===== src/rtl/calc_num_pkg.sv =====
// rtl/calc_num_pkg.sv - shared sign-magnitude / two's complement helpers
package calc_num_pkg;
  localparam logic MODE_SM2TC = 1'b0;
  localparam logic MODE_TC2SM = 1'b1;
  localparam int   MAX_W      = 64;

  // {nz, ovf, data}; data is zero-extended from the active width w
  typedef logic [MAX_W+1:0] conv_t;

  function automatic conv_t sm2tc(input logic [MAX_W-1:0] d, input int w);
    logic [MAX_W-1:0] mmask, wmask, m;
    mmask = (MAX_W'(1) << (w - 1)) - MAX_W'(1);
    wmask = {mmask[MAX_W-2:0], 1'b1};
    m     = d & mmask;
    if (!d[w-1])
      sm2tc = {2'b00, d & wmask};
    else if (m == '0)
      sm2tc = {2'b10, {MAX_W{1'b0}}};
    else
      sm2tc = {2'b00, (~m + MAX_W'(1)) & wmask};
  endfunction

  function automatic conv_t tc2sm(input logic [MAX_W-1:0] d, input int w);
    logic [MAX_W-1:0] mmask, wmask, m;
    mmask = (MAX_W'(1) << (w - 1)) - MAX_W'(1);
    wmask = {mmask[MAX_W-2:0], 1'b1};
    m     = d & mmask;
    if (!d[w-1])
      tc2sm = {2'b00, d & wmask};
    else if (m == '0)
      tc2sm = {2'b01, wmask};
    else
      tc2sm = {2'b00, ((~d + MAX_W'(1)) & mmask) | (mmask + MAX_W'(1))};
  endfunction

  function automatic conv_t calc_conv(input logic mode, input logic [MAX_W-1:0] d, input int w);
    calc_conv = (mode == MODE_SM2TC) ? sm2tc(d, w) : tc2sm(d, w);
  endfunction
endpackage


===== src/rtl/sm_tc_stage.sv =====
// rtl/sm_tc_stage.sv - one pipeline register slice of the converter
module sm_tc_stage #(
  parameter int DW = 18
) (
  input  logic          clk,
  input  logic          rst_n,
  input  logic          en,
  input  logic          load_valid,
  input  logic [DW-1:0] load_data,
  input  logic          load_nz,
  input  logic          load_ovf,
  output logic          valid,
  output logic [DW-1:0] data,
  output logic          nz,
  output logic          ovf
);
  // payload only moves with a real word so a bubble never disturbs held data
  always_ff @(posedge clk or negedge rst_n) begin
    if (!rst_n) begin
      valid <= 1'b0;
      data  <= '0;
      nz    <= 1'b0;
      ovf   <= 1'b0;
    end else if (en) begin
      valid <= load_valid;
      if (load_valid) begin
        data <= load_data;
        nz   <= load_nz;
        ovf  <= load_ovf;
      end
    end
  end
endmodule


===== src/rtl/sm_tc_conv_pipe.sv =====
// rtl/sm_tc_conv_pipe.sv - two-stage sign-magnitude <-> two's complement converter
module sm_tc_conv_pipe
  import calc_num_pkg::*;
#(
  parameter int W     = 18,
  parameter int CNT_W = 8
) (
  input  logic             clk,
  input  logic             rst_n,
  input  logic             in_valid,
  output logic             in_ready,
  input  logic             in_mode,
  input  logic [W-1:0]     in_data,
  output logic             out_valid,
  input  logic             out_ready,
  output logic [W-1:0]     out_data,
  output logic             out_nz,
  output logic             out_ovf,
  input  logic             cnt_clr,
  output logic [CNT_W-1:0] evt_cnt
);
  logic         adv;
  logic         s1_valid, s1_nz, s1_ovf;
  logic [W:0]   s1_md;
  logic [1:0]   cls;
  logic [W-1:0] cvt;

  // whole pipe advances together; a stalled output freezes both slices
  assign adv      = ~out_valid | out_ready;
  assign in_ready = adv;

  // S1 classifies the range case, S2 carries the formatted word
  assign cls = 2'(calc_conv(in_mode, MAX_W'(in_data), W) >> MAX_W);
  assign cvt = W'(calc_conv(s1_md[W], MAX_W'(s1_md[W-1:0]), W));

  sm_tc_stage #(.DW(W + 1)) u_s1 (
    .clk        (clk),
    .rst_n      (rst_n),
    .en         (adv),
    .load_valid (in_valid),
    .load_data  ({in_mode, in_data}),
    .load_nz    (cls[1]),
    .load_ovf   (cls[0]),
    .valid      (s1_valid),
    .data       (s1_md),
    .nz         (s1_nz),
    .ovf        (s1_ovf)
  );

  sm_tc_stage #(.DW(W)) u_s2 (
    .clk        (clk),
    .rst_n      (rst_n),
    .en         (adv),
    .load_valid (s1_valid),
    .load_data  (cvt),
    .load_nz    (s1_nz),
    .load_ovf   (s1_ovf),
    .valid      (out_valid),
    .data       (out_data),
    .nz         (out_nz),
    .ovf        (out_ovf)
  );

  always_ff @(posedge clk or negedge rst_n) begin
    if (!rst_n)
      evt_cnt <= '0;
    else if (cnt_clr)
      evt_cnt <= '0;
    else if (out_valid && out_ready && (out_nz || out_ovf) && (evt_cnt != {CNT_W{1'b1}}))
      evt_cnt <= evt_cnt + CNT_W'(1);
  end
endmodule

===== config.mk =====
export PLATFORM = sky130hd
export DESIGN_NAME = sm_tc_conv_pipe
export DESIGN_NICKNAME = d
export VERILOG_FILES = /design/src/rtl/calc_num_pkg.sv /design/src/rtl/sm_tc_stage.sv /design/src/rtl/sm_tc_conv_pipe.sv
export SDC_FILE = /design/constraint.sdc
export NUM_CORES = 1
export LEC_CHECK = 0
export ABC_AREA = 1
export CAP_MARGIN = 30
export CORE_MARGIN = 2
export CORE_UTILIZATION = 55
export CTS_BUF_LIST = sky130_fd_sc_hd__clkbuf_2 sky130_fd_sc_hd__clkbuf_4 sky130_fd_sc_hd__clkbuf_8
export DETAILED_ROUTE_END_ITERATION = 8
export GPL_TIMING_DRIVEN = 0
export PLACE_DENSITY = 0.84
export SETUP_SLACK_MARGIN = 0.2
export SYNTH_ARGS = -nofsm -noshare
export SYNTH_HDL_FRONTEND = slang
export SYNTH_SLANG_ARGS = --single-unit

===== constraint.sdc =====
create_clock -name clk -period 4.4 [get_ports clk]
set_input_delay 1.32 -clock clk [delete_from_list [all_inputs] [get_ports clk]]
set_output_delay 1.32 -clock clk [all_outputs]
set_load 0.01 [all_outputs]

==> reports/results.ini <==
[critical_path]
end_kind = primary output
cp_slowest_cell = clkdlybuf4s50_1
path_class = in2out
rr_worst_depth = 16
critical_path_buf_inv_count = 3
critical_path.top_delay_family = buffers and inverters
worst_path_most_repeated_cell = clkdlybuf4s50_1
cp_num_cells = 4
cp.arrival_ns = 2.49
cp.required_ns = 3.08
cp_cell_sequence = clkdlybuf4s50_1 > inv_1 > nand2_2 > clkdlybuf4s50_1
critPathMaxStageDelay_ns = 0.55
timing.reg2reg.setup_slack_ns = 1.65
worst_setup_path_start_kind = primary input
path_max_fanout = 5

[clock_network]
path_clk_slew_ns = 0.09
cts_root_buffer = clkbuf_8
htreeDepth = 2
postCtsSetupRepairBufs = 0
ctsResizeCount = 0
cts_tree = yes
insertion_delay_ns = 0.31
clk_path_buf_depth = 2
clock_sinks = 51
cts_buffers = 5
holdBufCountCts = 0

[timing]
hold_slack_ns = 0.4931
max-slew-margin-rel_pct = 62.03
tns_ns = 0
period_needed_ns = 3.813
worst_slack_ns = 0.5869
hold_viol = 0
clock.fmax_mhz = 262.3
final-max-slew-violation-count = 0
finClkSkew_ns = 0.005418
period_share_pct = 86.66
setup_viol = 0
worst_slew_pin_slew_ns = 0.5696
rsz0062_at_grt = no

[synth]
synth_edf_count = 0
synthTopCellsByCount = 87 x nand2_1, 51 x dfrtp_1, 48 x nor2_1, 36 x inv_1, 32 x o21ai_0
yosys.area.top_type = dfrtp_1
synth_most_common_cell = nand2_1
syn-cell-area_um2 = 2761
ys_ff_latch = 51
synthCells = 364
synth_ff_type = dfrtp_1
syn_avg_cell_area_um2 = 7.586
ys_seq_area_share_pct = 46.22
synth-async-reset-ratio_pct = 100.0
synth_top_area_share_pct = 46.22
ys.warnings.count = 0
synth_area_leaders = dfrtp_1 46%, nand2_1 12%, nor2_1 6.5%
yosysUniqueCellTypes = 34
synth_fp_nets = 392

[die]
dieArea_um2 = 5603
die_y_um = 74.86
ios = 54
core_um2 = 4786
dieWidth_um = 74.86
initial_core_util_pct = 57.70
rows = 25

[run_status]
status = complete, no violations

[cells_and_area]
stdcell_count = 493
area_delta_synth_final_pct = 27.73
n_antenna_cell = 0
fill_cells = 394
layout-drive-gt1-share_pct = 8.685
nets = 453

[grt]
grt_use_met2_pct = 45.22
grt.busiest_layer = met2
grt_pass1_wl_um = 12080
met3_usage_pct = 4.953
gr-usage-all-layers_pct = 28.33
grt-ovfl-total = 0
antenna_found_initial = 0
grt_max_degree = 30
use_met1_pct = 39.05
first_global_vias = 2546

[job]
drv_cap = 0

[placement]
post-place-ws_ns = 0.5824
dp_cells = 485
gp_congestion = 0.9211
port_buffers = 53
dp_hpwl_um = 5297

[detailed_routing]
routedWlPerCell_um = 14.57
drc = 0
antenna_left = 0
first_iter_violations = 309
vias = 2747
vias_per_cell = 5.572
drt_first_pass_iters = 6
routed_wl_um = 7184

[hold_path]
hp-class = reg2reg
min_delay_path_depth = 2

[power_and_ir_drop]
power_leakage_nw = 1.614
ir_drop_uv = 265.0
pwr_density_cell_nw_per_um2 = 420.5

==> final cells by class <==
class / count / area (um^2) / area share [%]
Timing Repair Buffer: 54 / 545.5 / 15.47
Inverter: 41 / 155.1 / 4.399
Clock buffer: 5 / 68.82 / 1.951
Multi-Input combinational cell: 263 / 1285 / 36.43
Buffer: 9 / 45.04 / 1.277
Clock inverter: 3 / 67.56 / 1.916
Sequential cell: 51 / 1276 / 36.18
Tap cell: 67 / 83.83 / 2.377
==> cell usage in the layout, fill, tap and decap left out, drive strengths merged, types with 9 or more instances in the layout <==
cell type | Yosys | layout
a21oi | 25 | 25
buf | 7 | 9
clkdlybuf4s50 | 0 | 52
dfrtp | 51 | 51
inv | 40 | 40
nand2 | 92 | 92
nand3 | 23 | 23
nand4 | 10 | 10
nor2 | 55 | 55
o21ai | 38 | 38
==> stage by stage <==
| stage | utilization (%) | area, um^2 | power (W) |
|---|---|---|---|
| finish | 73.70 | 3527 | 0.001483 |
| global route | 73.70 | 3527 | 0.001564 |
| CTS | 73.70 | 3527 | 0.001483 |
| detailed placement | 70.85 | 3391 | 0.001094 |
| global placement | 70.54 | 3376 | 0.001084 |
| floorplan | - | 2761 | 0.0008650 |
==> report_power, final <==
part           leakage (nW)  switching [W]  internal (W)
logic                 0.913       0.000245      0.000217
clock network        0.0644       0.000163      0.000227
registers             0.637      0.0000733      0.000558
total                  1.61       0.000482       0.00100
==> worst register-to-register path: stages (launching register included) <==
cell	delay, ns
dfrtp_1	0.41
inv_1	0.09
ha_1	0.18
nand2_2	0.08
inv_1	0.11
nand3_1	0.15
nor3_2	0.18
nand4_1	0.12
nor2_1	0.14
ha_1	0.36
inv_2	0.11
nor2_4	0.15
nor2_4	0.09
nand2_1	0.18
inv_2	0.09
o21ai_1	0.09
o311ai_1	0.10
==> final timing paths <==
check                             startpoint            to
worst min-delay path                u_s1.ovf      u_s2.ovf
max in group asynchronous              rst_n    evt_cnt[7]
worst max register to register  u_s1.data[1]  u_s2.data[2]
min in group asynchronous              rst_n  u_s1.data[1]
worst max-delay path               out_ready      in_ready
worst min register to register      u_s1.ovf      u_s2.ovf
==> layer usage <==
| metal | wire (um) | vias up |
|---|---|---|
| met4 | 99 | 0 |
| li1 | - | 1314 |
| met1 | 2982 | 1279 |
| met2 | 3498 | 140 |
| met3 | 603 | 14 |
| met5 | 0 | - |
==> kinds of logic (layout without fill, tap and decap cells) <==
family,after synthesis,in the layout,synth area share (%)
buffers and inverters,50,112,7.250
and+or+nand+nor,186,186,30.22
adders and majority gates,4,4,1.812
AOI/OAI and AO/OA,71,71,13.87
xor gates and xnor gates,2,2,0.6345
DFF,51,51,46.22
==> flip-flops by register name, indices dropped and copies added, names as in the netlist <==
name and count:
u_s2.nz 1, u_s2.ovf 1, u_s1.data 19, u_s1.ovf 1
u_s1.valid 1, u_s2.data 18, evt_cnt 8, u_s1.nz 1
u_s2.valid 1
Power figures use the tool's default switching activity.
